==> src/rtl/cpu_clk_ctrl.sv <==
// Core clock-enable and reset controller: stretched synchronised core reset plus a one-cycle
// core enable from a programmable divider or a debounced step button. CPU_CLK_CTRL_BURST_EN adds burst stepping.
module cpu_clk_ctrl #(
    parameter int DIV_WIDTH  = 8,
    parameter int RST_HOLD   = 4,
    parameter int DEB_CYCLES = 16,
    parameter int CNT_WIDTH  = 32
) (
    input  logic                 clk,
    input  logic                 rst,
    input  logic                 clk_choose,
    input  logic [DIV_WIDTH-1:0] div_sel,
    input  logic                 step_btn,
    input  logic                 halt,
`ifdef CPU_CLK_CTRL_BURST_EN
    input  logic [7:0]           burst_len,
`endif
    output logic                 cpu_rst_n,
    output logic                 cpu_ce,
    output logic                 mode,
    output logic [CNT_WIDTH-1:0] ce_count
);

    // state    | meaning
    // R_ASSERT | core held in reset, waiting for synchronised rst release
    // R_HOLD   | stretching the core reset
    // R_RUN    | core out of reset
    // M_DIV    | cpu_ce from the divider
    // M_MAN    | cpu_ce from debounced step button
    // M_SWITCH | one quiet cycle after a mode change
    typedef enum logic [1:0] {R_ASSERT, R_HOLD, R_RUN} rst_state_t;
    typedef enum logic [1:0] {M_DIV, M_MAN, M_SWITCH} mode_state_t;

    localparam int HOLD_W = (RST_HOLD > 2) ? $clog2(RST_HOLD - 1) : 1;
    localparam logic [HOLD_W-1:0] HOLD_LOAD = HOLD_W'((RST_HOLD >= 2) ? RST_HOLD - 2 : 0);
    localparam int DEB_W = $clog2(DEB_CYCLES);
    localparam logic [DEB_W-1:0] DEB_LAST = DEB_W'(DEB_CYCLES - 1);

    logic [1:0]           rst_sync_q, choose_sync_q, btn_sync_q;
    rst_state_t           rst_state_q, rst_state_d;
    mode_state_t          mode_state_q, mode_state_d;
    logic [HOLD_W-1:0]    hold_cnt_q, hold_cnt_d;
    logic [DIV_WIDTH-1:0] div_cnt_q, div_cnt_d;
    logic [DEB_W-1:0]     deb_cnt_q, deb_cnt_d;
    logic                 deb_level_q, deb_level_d;
    logic                 cpu_rst_n_q, cpu_ce_q, cpu_ce_d, mode_q, mode_d;
    logic [CNT_WIDTH-1:0] ce_count_q;
    logic                 choose_s, btn_s, run, div_hit, press;
`ifdef CPU_CLK_CTRL_BURST_EN
    logic                 burst_active_q, burst_active_d;
    logic [7:0]           burst_left_q, burst_left_d;
`endif

    assign choose_s = choose_sync_q[1];
    assign btn_s    = btn_sync_q[1];
    assign run      = cpu_rst_n_q;
    assign div_hit  = (div_cnt_q >= div_sel);

    // The ASSERT->HOLD edge is the first hold cycle, so release to cpu_rst_n is 2+RST_HOLD edges.
    always_comb begin
        rst_state_d = rst_state_q;
        hold_cnt_d  = hold_cnt_q;
        case (rst_state_q)
            R_ASSERT: if (rst_sync_q[1]) begin
                if (RST_HOLD == 1) begin
                    rst_state_d = R_RUN;
                end else begin
                    rst_state_d = R_HOLD;
                    hold_cnt_d  = HOLD_LOAD;
                end
            end
            R_HOLD: begin
                if (hold_cnt_q == '0) rst_state_d = R_RUN;
                else                  hold_cnt_d  = hold_cnt_q - HOLD_W'(1);
            end
            R_RUN:   rst_state_d = R_RUN;
            default: rst_state_d = R_ASSERT;
        endcase
    end

    always_comb begin
        mode_state_d = mode_state_q;
        mode_d       = mode_q;
        case (mode_state_q)
            M_DIV:    if (choose_s)  mode_state_d = M_SWITCH;
            M_MAN:    if (!choose_s) mode_state_d = M_SWITCH;
            M_SWITCH: mode_state_d = choose_s ? M_MAN : M_DIV;
            default:  mode_state_d = M_DIV;
        endcase
        if (mode_state_d == M_DIV) mode_d = 1'b0;
        if (mode_state_d == M_MAN) mode_d = 1'b1;
    end

    always_comb begin
        div_cnt_d   = div_cnt_q;
        deb_cnt_d   = deb_cnt_q;
        deb_level_d = deb_level_q;
        cpu_ce_d    = 1'b0;
        press       = 1'b0;
`ifdef CPU_CLK_CTRL_BURST_EN
        burst_active_d = burst_active_q;
        burst_left_d   = burst_left_q;
`endif
        case (mode_state_q)
            M_SWITCH: begin
                div_cnt_d   = '0;
                deb_cnt_d   = '0;
                deb_level_d = btn_s;
`ifdef CPU_CLK_CTRL_BURST_EN
                burst_active_d = 1'b0;
`endif
            end
            M_DIV: if (run && !halt) begin
                if (div_hit) begin
                    div_cnt_d = '0;
                    cpu_ce_d  = 1'b1;
                end else begin
                    div_cnt_d = div_cnt_q + DIV_WIDTH'(1);
                end
            end
            M_MAN: begin
                if (btn_s != deb_level_q) begin
                    if (deb_cnt_q == DEB_LAST) begin
                        deb_cnt_d   = '0;
                        deb_level_d = btn_s;
                        press       = btn_s;
                    end else begin
                        deb_cnt_d = deb_cnt_q + DEB_W'(1);
                    end
                end else begin
                    deb_cnt_d = '0;
                end
`ifdef CPU_CLK_CTRL_BURST_EN
                // Presses during a burst are dropped; the divider paces the remaining pulses.
                if (burst_active_q) begin
                    if (!halt) begin
                        if (div_hit) begin
                            cpu_ce_d     = 1'b1;
                            div_cnt_d    = '0;
                            burst_left_d = burst_left_q - 8'd1;
                            if (burst_left_q == 8'd1) burst_active_d = 1'b0;
                        end else begin
                            div_cnt_d = div_cnt_q + DIV_WIDTH'(1);
                        end
                    end
                end else if (press && run && !halt) begin
                    cpu_ce_d       = 1'b1;
                    div_cnt_d      = '0;
                    burst_left_d   = burst_len;
                    burst_active_d = (burst_len != 8'd0);
                end
`else
                if (press && run && !halt) cpu_ce_d = 1'b1;
`endif
            end
            default: cpu_ce_d = 1'b0;
        endcase
    end

    always_ff @(posedge clk or negedge rst) begin
        if (!rst) begin
            rst_sync_q    <= '0;
            choose_sync_q <= '0;
            btn_sync_q    <= '0;
            rst_state_q   <= R_ASSERT;
            hold_cnt_q    <= '0;
            mode_state_q  <= M_DIV;
            mode_q        <= 1'b0;
            div_cnt_q     <= '0;
            deb_cnt_q     <= '0;
            deb_level_q   <= 1'b0;
            cpu_rst_n_q   <= 1'b0;
            cpu_ce_q      <= 1'b0;
            ce_count_q    <= '0;
        end else begin
            rst_sync_q    <= {rst_sync_q[0], 1'b1};
            choose_sync_q <= {choose_sync_q[0], clk_choose};
            btn_sync_q    <= {btn_sync_q[0], step_btn};
            rst_state_q   <= rst_state_d;
            hold_cnt_q    <= hold_cnt_d;
            mode_state_q  <= mode_state_d;
            mode_q        <= mode_d;
            div_cnt_q     <= div_cnt_d;
            deb_cnt_q     <= deb_cnt_d;
            deb_level_q   <= deb_level_d;
            cpu_rst_n_q   <= (rst_state_d == R_RUN);
            cpu_ce_q      <= cpu_ce_d;
            ce_count_q    <= ce_count_q + CNT_WIDTH'(cpu_ce_q);
        end
    end

`ifdef CPU_CLK_CTRL_BURST_EN
    always_ff @(posedge clk or negedge rst) begin
        if (!rst) begin
            burst_active_q <= 1'b0;
            burst_left_q   <= '0;
        end else begin
            burst_active_q <= burst_active_d;
            burst_left_q   <= burst_left_d;
        end
    end
`endif

    assign cpu_rst_n = cpu_rst_n_q;
    assign cpu_ce    = cpu_ce_q;
    assign mode      = mode_q;
    assign ce_count  = ce_count_q;

endmodule

==> config.mk <==
export PLATFORM = sky130hd
export DESIGN_NAME = cpu_clk_ctrl
export DESIGN_NICKNAME = d
export VERILOG_FILES = /design/src/rtl/cpu_clk_ctrl.sv
export SDC_FILE = /design/constraint.sdc
export NUM_CORES = 1
export LEC_CHECK = 0
export ABC_AREA = 1
export CAP_MARGIN = 20
export CORE_ASPECT_RATIO = 0.75
export CORE_MARGIN = 8
export CORE_UTILIZATION = 54
export CTS_CLUSTER_SIZE = 12
export DETAILED_ROUTE_END_ITERATION = 16
export GPL_TIMING_DRIVEN = 0
export PLACE_DENSITY_LB_ADDON = 0.25
export SYNTH_ARGS = -nofsm -noshare
export SYNTH_HDL_FRONTEND = slang
export SYNTH_SLANG_ARGS = --single-unit
==> constraint.sdc <==
create_clock -name clk -period 3.51 [get_ports clk]
set_input_delay 0.8775 -clock clk [delete_from_list [all_inputs] [get_ports clk]]
set_output_delay 0.8775 -clock clk [all_outputs]
set_load 0.02 [all_outputs]
# Yosys cells after proc, flatten, opt, wreduce, memory -nomap -nowiden

Cells that the tools add are included.

Register bits after elaboration: 60

Mux-type cells: 28
Equality and inequality tests: 13
Magnitude comparators: 1
Reduce and logical (&&, ||, !) cells: 15
$add $sub $neg: 4

Operators by type and width:

| cell                                                                   | number |
|---|---|
| 32-bit by 1-bit adder with 32-bit output                               | 1 |
| 8-bit 2-to-1 mux                                                       | 2 |
| 8-bit case mux with 2 select lines                                     | 1 |
| 2-bit 2-to-1 mux                                                       | 6 |
| 2-bit case mux with 3 select lines                                     | 2 |
| 1-bit 2-to-1 mux                                                       | 11 |
| 2-bit != test (second input constant)                                  | 5 |
| 8-bit by 1-bit adder with 8-bit output (second input constant)         | 1 |
| 8-bit greater-or-equal comparator                                      | 1 |
| 2-bit logical NOT                                                      | 4 |
| 4-bit 2-to-1 mux                                                       | 2 |
| 4-bit case mux with 2 select lines                                     | 1 |
| 2-bit nonzero test                                                     | 4 |
| 2-bit by 1-bit equality test with 1-bit output (second input constant) | 3 |
| 2-bit equality test (second input constant)                            | 3 |
| 3-bit AND reduction                                                    | 2 |
| 4-bit by 1-bit adder with 4-bit output (second input constant)         | 1 |
| 4-bit equality test (second input constant)                            | 1 |
| 1-bit case mux with 2 select lines                                     | 2 |
| 2-bit case mux with 2 select lines                                     | 1 |
| 1-bit logical AND                                                      | 3 |
| 2-bit AND reduction                                                    | 1 |
| 2-bit by 1-bit subtractor with 2-bit output (second input constant)    | 1 |
| 1-bit logical NOT                                                      | 1 |
| 1-bit != test                                                          | 1 |

# Depth between registers and ports, before layout

Gate-level depths: netlist of the first run.

Word-level depth: 8
Mapped depth: 10
Depth with buffers taken out: 10

# Worst setup path before layout of the first run

OpenSTA, ideal clock, no wires.

Path type: input to register
From: input port div_sel[3]
To: register div_cnt_q[0]
Required time: 3.427 ns
Slack: 1.458 ns
Arrival: 1.969 ns
Stages: 9
Cell sequence: inv_1 -> ha_1 -> nand2_1 -> nor2_1 -> nor2_1 -> nand2_1 -> a21oi_1 -> nand2_1 -> o21ai_0

Cells in the longest elaborated chain, start to end: 4

Ends and longest elaborated chain:

| item                               | RTL line | text |
|---|---|---|
| from (decl)                        | 12       | `input logic [DIV_WIDTH-1:0] div_sel,` |
| 8-bit greater-or-equal comparator  | 57       | `assign div_hit = (div_cnt_q >= div_sel);` |
| 8-bit 2-to-1 mux                   | 114      | `if (div_hit) begin` |
| 8-bit 2-to-1 mux                   | 113      | `M_DIV: if (run && !halt) begin` |
| 8-bit case mux with 2 select lines | 104      | `case (mode_state_q)` |
| to (signal assigned)               | 183      | `div_cnt_q <= div_cnt_d;` |
| to (decl)                          | 43       | `logic [DIV_WIDTH-1:0] div_cnt_q, div_cnt_d;` |

No other way between the ends. The select of a mux whose other input is x is not followed.
A chain may end at the register's enable or synchronous reset.

# Worst setup path after layout of the first run

From: input port div_sel[3]
To: register div_cnt_q[6]

Same word-level chain as after synthesis.

==> flow_summary.yaml, run 1 <==
floorplan:
  die_y_um: 83.4
  die_width_um: 106
  io_pins: 48
  core_sq_um: 5830
  dieArea_sq_um: 8830
  rows: 24
  start_util_pct: 56.1
logic_synthesis:
  yosysTopAreaCell: "dfrtp_1"
  yosysTopAreaCellShare_pct: 45.9
  ys_ff_latch: 60
  synthCells: 379
  syn-num-nets: 409
  syn_area_per_cell_sq_um: 8.63
  yosys_most_used_dff: "dfrtp_1"
  yosysMostFrequentCell: "nand2_1"
  ys_async_sr_fraction_pct: 100
  seq_area_frac_synth_pct: 45.9
  synth-warning-count: 0
  synth_cell_type_count: 33
  synth_edf_count: 0
  synth_common_cells: "nand2_1 (94), dfrtp_1 (60), inv_1 (57)"
  ys_top_cells_by_area: "dfrtp_1 (46%), nand2_1 (11%), xor2_1 (6.7%)"
  syn_area_sq_um: 3270
clocking:
  clk_pin_slew_ns: 0.06
  post_cts_buffers: 0
  cts_tree: "done"
  clk_path_buf_depth: 2
  clk_latency_ns: 0.33
  cts.sinks: 60
  clock-root-buffer: "clkbuf_8"
  cts_buffers: 9
  htreeDepth: 3
  hold_buffers: 0
  cts_resized: 0
sta:
  final.setup.tns_ns: 0
  rsz0062_at_grt: "false"
  fin_skew_ns: 0.00681
  post-route-period-util_pct: 69.7
  finalSetupViolCount: 0
  finalHoldViolCount: 0
  worstMarginPinSlew_ns: 0.551
  drv_slew: 0
  fin_crit_ns: 2.45
  max_slew_margin_pct: 63.3
  setup_ws_ns: 1.06
  timing.fmax_mhz: 409
finish:
  finalInstanceArea_sq_um: 4020
  antenna_cells: 0
  drive_above_1_share_pct: 8.37
  nFillCells: 482
  area_delta_synth_final_pct: 23.0
  fin_nets: 468
routing:
  drt_iter0_markers: 138
  drt_first_pass_iters: 4
  drtAntennaViolNets: 0
  wl_per_cell_um: 13.8
  wirelength_um: 7200
  vias: 2662
  routed_via_density: 5.12
  drc: 0
place:
  placed_area_sq_um: 3850
  preCtsSetupSlack_ns: 0.725
  dp_hpwl_um: 5600
  gp_congestion: 0.889
  port_buffers: 47
setup_path:
  r2r-end: "div_cnt_q[6]"
  cp.arrival_ns: 2.69
  crit_fanout: 7
  critical_path_class: "in -> reg"
  crit_path_end_kind: "flip-flop"
  r2r-start: "div_cnt_q[3]"
  crit_path_start_kind: "input pin"
  r2r_slack_ns: 1.61
  rr_worst_depth: 8
  worstPathRequired_ns: 3.75
worst_hold_path:
  hold_path_class: "reg -> reg"
  whs_endpoint: "btn_sync_q[1]"
  worst_hold_startpoint: "btn_sync_q[0]"
  hold_depth: 0
global_routing:
  gr-usage-all-layers_pct: 17.2
  grt_max_degree: 39
  antenna_found_initial: 0
  grt_first_pass_wirelength_um: 12300
  grt_pass1_vias: 2569
  grt-ovfl-total: 0
power:
  p_total_uw: 1760
  power_density_nw_per_um2: 438
  p_clk_share_pct: 30.7
  internal_power_uw: 1200
  swShare_pct: 31.9
  power.switching_uw: 562
  p_leak_uw: 0.00192
  irDropWorstVdd_v: 0.000304
  combPwrFrac_pct: 22.4
  seqPwrFrac_pct: 47.0
job:
  cap_violations: 0
outcome:
  outcome: "finished, final reports clean"
## area by class of cell
type,instances,area [sq um],area share [%]
Sequential cell,60,1500,37.3
Timing Repair Buffer,48,485,12.1
Buffer,2,8.76,0.218
Tap cell,78,97.6,2.43
Clock inverter,2,10.0,0.249
Inverter,58,218,5.41
Multi-Input combinational cell,259,1540,38.4
Clock buffer,13,159,3.95
## power by group through the flow
stage,Sequential (uW),Clock (uW),Combinational [uW]
finish,827,540,394
global route,837,586,454
CTS,827,556,398
detailed placement,839,0,395
global placement,835,0,374
floorplan,841,0,256
## layer usage
metal  GRT usage (%)  wire [um]
met1            22.8       3400
met2            25.9       3260
met3            5.79        469
met4            5.22         73
met5               0          0
## cells by family (layout without fill, tap and decap cells)
family                     count (synthesis)  after routing  share of synthesized area (%)
adders and majority gates                 17             17                           6.50
DFF                                       60             60                           45.9
AOI/OAI and AO/OA                         25             25                           4.36
muxes                                      1              1                          0.306
xor gates and xnor gates                  33             33                           8.84
and+or+nand+nor                          182            182                           27.0
buffers and inverters                     60            123                           6.92
other                                      1              1                          0.115
## stage by stage
step	utilization [%]	std cells	hold WS, ns
3_5_place_dp	66.2	505	0.335
6_report	69.1	520	0.348
4_1_cts	69.1	520	0.349
5_1_grt	69.1	520	0.371
3_3_place_gp	65.9	504	0.332
2_1_floorplan	-	379	0.331
## state kept, by name (all words and copies together), names as in the netlist
| signal | count |
|---|---|
| btn_sync_q | 2 |
| ce_count | 32 |
| choose_sync_q | 2 |
| cpu_ce | 1 |
| cpu_rst_n | 1 |
| deb_cnt_q | 4 |
| deb_level_q | 1 |
| div_cnt_q | 8 |
| hold_cnt_q | 2 |
| mode | 1 |
| mode_state_q | 2 |
| rst_state_q | 2 |
| rst_sync_q | 2 |
## how the worst max path moves through the flow
stage                    start            to  slack [ns]  cells after the start
floorplan           div_sel[3]  div_cnt_q[0]        1.46                      9
global placement           rst  ce_count[10]       -0.30                      1
CTS                 div_sel[3]  div_cnt_q[6]        1.07                     10
finish              div_sel[3]  div_cnt_q[6]        1.06                     10
detailed placement  div_sel[3]  div_cnt_q[6]        0.72                     10
global route        div_sel[1]  div_cnt_q[6]        0.81                     10
## layout by cell type, fill, tap and decap left out, drive strengths merged, types with 2 or more instances in the layout
cell,instances
clkinv,2
nand3b,2
and3,2
clkdlybuf4s50,46
nand2,97
nor3,18
nand4,13
dfrtp,60
ha,17
o21ai,8
nand3,18
nor2,32
xor2,25
inv,58
clkbuf,15
buf,2
a21oi,12
xnor2,8
## critical path: stages
cell	delay (ns)
clkdlybuf4s50_1	0.45
inv_1	0.04
ha_1	0.29
nand2_1	0.08
nor2_1	0.05
nor2_1	0.07
nand2_1	0.07
a21oi_1	0.38
nand2_1	0.17
o21ai_0	0.20
No activity file was read; power rests on OpenSTA's default activity.
==> run 2: changes to the inputs <==
Settings changed: CORE_UTILIZATION 54 to 49.
Clock period 3.51 ns to 2 ns, I/O delays scaled along.
==> run 2 against run 1 <==
Compared with the run above: clock-buffer cell count unchanged; worst setup slack got worse by 1.0 ns; sequential share of layout area decreased by 0.58 points; flip-flop and latch count unchanged; combinational power increased by 88%; hold slack got worse by 0.24 ns; clock skew about the same; cell area increased by 1.6%; final cell count increased by 0.96%; highest routed layer unchanged.
==> flow_summary.yaml, run 2 (synthesis gave the netlist of run 1 again) <==
power:
  p_total_uw: 3160
  power_density_nw_per_um2: 773
  power.switching_uw: 1050
  internal_power_uw: 2110
  combPwrFrac_pct: 23.5
  swShare_pct: 33.2
  irDropWorstVdd_v: 0.000780
  p_leak_uw: 0.00195
  seqPwrFrac_pct: 46.1
  p_clk_share_pct: 30.4
global_routing:
  grt_busiest_layer: "met2"
  gr-usage-all-layers_pct: 16.6
  grt_first_pass_wirelength_um: 12300
  gr-usage-met1_pct: 21.3
  antenna_found_initial: 0
  grtUsageMet2_pct: 24.6
  grt_pass1_vias: 2628
  grt_max_degree: 42
  use_met3_pct: 7.34
  grt-ovfl-total: 0
finish:
  nFillCells: 546
  layout_common_cells: "nand2_1 (92), dfrtp_1 (60), inv_1 (57), clkdlybuf4s50_1 (44), xor2_1 (25)"
  final_common_cell: "nand2_1"
  antenna_cells: 0
  area_delta_synth_final_pct: 24.9
  drive_above_1_share_pct: 10.6
  largest_reg_flops: 32
  fin_nets: 470
floorplan:
  rows: 25
  start_util_pct: 51.3
  die_y_um: 86.8
  io_pins: 48
  dieArea_sq_um: 9570
  die_width_um: 110
  core_sq_um: 6380
clocking:
  cts.sinks: 60
  cts_buffers: 9
  htreeDepth: 3
  clk_pin_slew_ns: 0.06
  clock-root-buffer: "clkbuf_8"
  hold_buffers: 0
  clk_latency_ns: 0.34
  cts_tree: "done"
  clk_path_buf_depth: 2
routing:
  wirelength_um: 7460
  drt_first_pass_iters: 4
  drc: 0
  drtAntennaViolNets: 0
  wl_per_cell_um: 14.2
  drt_iter0_markers: 161
  vias: 2644
  routed_via_density: 5.04
sta:
  fin_crit_ns: 1.94
  finalSetupViolCount: 0
  rsz0062_at_grt: "false"
  post-route-period-util_pct: 96.9
  drv_slew: 0
  fin_skew_ns: 0.00691
  finalHoldViolCount: 0
  timing.fmax_mhz: 516
  setup_ws_ns: 0.0623
setup_path:
  crit_path_start_kind: "flip-flop"
  slowest_delay_ns: 0.65
  cp_top_family: "buffers and inverters"
  cp_cell_sequence: "clkdlybuf4s50_1"
  crit_fanout: 4
  crit_path_end_kind: "primary output"
  critical_path_class: "reg -> out"
  cp_slowest_cell: "clkdlybuf4s50_1"
  worstPathRequired_ns: 1.50
  cp.arrival_ns: 1.44
  critPathBufInv: 1
place:
  port_buffers: 47
  preCtsSetupSlack_ns: -0.484
  gp_congestion: 0.879
  dp_hpwl_um: 5710
job:
  cap_violations: 0
worst_hold_path:
  hold_path_class: "in -> async"
outcome:
  outcome: "finished, final reports clean"
-- run 2: routing by layer --
metal / vias up / share of wire, %
li1: 1325 / -
met1: 1258 / 47
met2: 51 / 46
met3: 10 / 5.7
met4: 0 / 1.3
met5: - / 0
-- run 2: power by group through the flow --
stage	logic (uW)	registers, uW	clock network, uW
final	742	1460	960
after CTS	720	1450	978
after floorplan	449	1480	0
after detailed placement	707	1470	0
after global routing	842	1470	1040
after global placement	662	1470	0
-- run 2: stage by stage --
step	hold WS [ns]	setup TNS [ns]	std cells	instance area, sq um	util [%]
5_1_grt	0.137	0	525	4090	64.0
3_3_place_gp	0.334	-91.68	507	3840	60.2
3_5_place_dp	0.338	-3.24	508	3860	60.5
6_report	0.109	0	525	4090	64.0
2_1_floorplan	0.204	0	379	3270	-
4_1_cts	0.124	0	523	4040	63.3
-- run 2: final timing paths --
path                               start             to  slack, ns  cells past startpoint
min in group clk           btn_sync_q[0]  btn_sync_q[1]       0.36                      0
min reg2reg                btn_sync_q[0]  btn_sync_q[1]       0.36                      0
max reg2reg                  ce_count[0]   ce_count[22]       0.17                      8
min                                  rst           mode       0.11                      1
max                          ce_count[1]    ce_count[1]       0.06                      1
max in group asynchronous            rst   div_cnt_q[6]       1.32                      2
-- run 2: layout make-up --
cell class                      count  area (sq um)  share of cell area [%]
Timing Repair Buffer               50           505                    12.4
Multi-Input combinational cell    259          1580                    38.7
Sequential cell                    60          1500                    36.7
Clock buffer                       13           159                    3.89
Clock inverter                      2          10.0                   0.245
Buffer                              2          8.76                   0.214
Tap cell                           81           101                    2.48
Inverter                           58           218                    5.33
-- run 2: timing repair --
action	4_1_cts	5_1_grt
buffers inserted	0	2
resized for setup	3	11
pin swaps	0	1
endpoints found under the setup margin	4	6
hold endpoints to repair	0	0
==> run 3: changes to the inputs <==
Settings changed: CORE_UTILIZATION 49 to 54.
Clock period 2 ns to 2.4 ns, I/O delays scaled along.
==> run 3 against run 2 <==
Compared with the run above: sequential power down 17%; total power down 19%; utilization up 5.1 points; largest cell class unchanged.
==> flow_summary.yaml, run 3 (synthesis gave the netlist of run 1 again) <==
floorplan:
  core_sq_um: 5830
  die_width_um: 106
  start_util_pct: 56.1
  die_y_um: 83.4
  dieArea_sq_um: 8830
  io_pins: 48
  rows: 24
clocking:
  cts.sinks: 60
  clk_pin_slew_ns: 0.06
  clk_latency_ns: 0.33
  cts_buffers: 9
  cts_tree: "done"
  clk_path_buf_depth: 2
  htreeDepth: 3
  clock-root-buffer: "clkbuf_8"
  hold_buffers: 0
global_routing:
  grt_first_pass_wirelength_um: 12300
  grt-ovfl-total: 0
  gr-usage-all-layers_pct: 17.2
  grt_max_degree: 39
  antenna_found_initial: 0
  grt_pass1_vias: 2569
setup_path:
  cp_num_cells: 1
  cp_top_family: "buffers and inverters"
  rr_worst_depth: 8
  crit_path_start_kind: "flip-flop"
  worstPathRequired_ns: 1.80
  cp.arrival_ns: 1.52
  endpoint: "ce_count[2]"
  critical_path_class: "reg -> out"
  crit_path_end_kind: "primary output"
  r2r-end: "ce_count[22]"
  cp_cell_sequence: "clkdlybuf4s50_1"
  cp_slowest_cell: "clkdlybuf4s50_1"
  r2r_slack_ns: 0.55
  cp-startpoint: "ce_count[2]"
  r2r-start: "cpu_ce"
  slowest_delay_ns: 0.68
  crit_fanout: 6
  critPathBufInv: 1
power:
  power_density_nw_per_um2: 640
  p_leak_uw: 0.00192
  irDropWorstVdd_v: 0.000446
sta:
  max_slew_margin_pct: 63.2
  setup_ws_ns: 0.283
  fin_skew_ns: 0.00681
  finalHoldViolCount: 0
  rsz0062_at_grt: "false"
  worstMarginPinSlew_ns: 0.551
  drv_slew: 0
  finalSetupViolCount: 0
  fin_crit_ns: 2.12
  timing.fmax_mhz: 472
  post-route-period-util_pct: 88.2
finish:
  area_delta_synth_final_pct: 23.1
  largest_reg_flops: 32
  fin_util_pct: 69.1
  drive_above_1_share_pct: 8.60
  layout_common_cells: "nand2_1 (94), dfrtp_1 (60), inv_1 (57), clkdlybuf4s50_1 (46), nor2_1 (26)"
  antenna_cells: 0
  seqCellArea_sq_um: 1500
  nFillCells: 482
  multi_input_area_sq_um: 1550
  fin_nets: 468
  final_common_cell: "nand2_1"
place:
  gp_congestion: 0.889
  port_buffers: 47
  preCtsSetupSlack_ns: -0.108
  dp_hpwl_um: 5600
routing:
  drt_iter0_markers: 136
  vias: 2661
  drtAntennaViolNets: 0
  drc: 0
  wirelength_um: 7200
  wl_per_cell_um: 13.8
  drt_first_pass_iters: 4
  routed_via_density: 5.12
worst_hold_path:
  hold_path_class: "in -> async"
outcome:
  outcome: "finished, final reports clean"
job:
  cap_violations: 0
[run 3: changes by cell type in the layout (fill, tap and decap cells not counted), moves of 2 or more]
cell / delta
ha_1: +2
o21ai_1: -2
nor2_2: -2
nor2_1: +2
nand2_2: -2
clkdlybuf4s50_1: +2
o21ai_0: +2
nand2_1: +2
[run 3: worst min path at each step]
| stage | startpoint | cells past startpoint | slack [ns] | to |
|---|---|---|---|---|
| 3_3_place_gp | rst_sync_q[0] | 0 | 0.33 | rst_sync_q[1] |
| 5_1_grt | rst | 1 | 0.28 | mode_state_q[0] |
| 2_1_floorplan | rst | 0 | 0.30 | btn_sync_q[0] |
| 4_1_cts | rst | 1 | 0.26 | div_cnt_q[1] |
| 6_report | rst | 1 | 0.25 | choose_sync_q[0] |
| 3_5_place_dp | btn_sync_q[0] | 0 | 0.33 | btn_sync_q[1] |
[run 3: what timing repair did]
action	in CTS	in global routing
buffers inserted	0	0
setup endpoints to repair	0	1
hold endpoints to repair	0	0
gates resized for setup	0	1
[run 3: stage by stage]
stage | total power, uW | instance area [sq um] | hold WS, ns | instances | TNS [ns]
after floorplan | 1600 | 3270 | 0.304 | 379 | 0
after global placement | 1770 | 3840 | 0.332 | 504 | -67.90
after detailed placement | 1810 | 3850 | 0.335 | 505 | -0.340
after CTS | 2600 | 4020 | 0.261 | 520 | 0
after global routing | 2750 | 4030 | 0.280 | 520 | 0
final | 2580 | 4030 | 0.253 | 520 | 0
[run 3: final cells by class]
cell class              count  share of cell area [%]
clock inverters             2                   0.249
multi-input cells         259                    38.4
well taps                  78                    2.42
repair buffers             48                    12.1
inverters                  58                    5.41
flip-flops and latches     60                    37.3
plain buffers               2                   0.218
clock buffers              13                    3.95
[run 3: layer usage]
metal  GRT usage, %  vias to the layer above  part of all wire (%)
met5              0                        -                     0
met4           5.22                        0                   1.1
met3           5.79                        9                   6.6
met2           25.9                       63                    45
met1           22.8                     1267                    47
li1               -                     1322                     -
[run 3: report_power, final]
group | leakage (uW) | switching [uW] | total, uW | internal (uW)
sequential | 0.000806 | 94.3 | 1210 | 1120
combinational | 0.00102 | 362 | 577 | 215
clock | 0.0000893 | 365 | 788 | 423
total | 0.00192 | 822 | 2580 | 1750
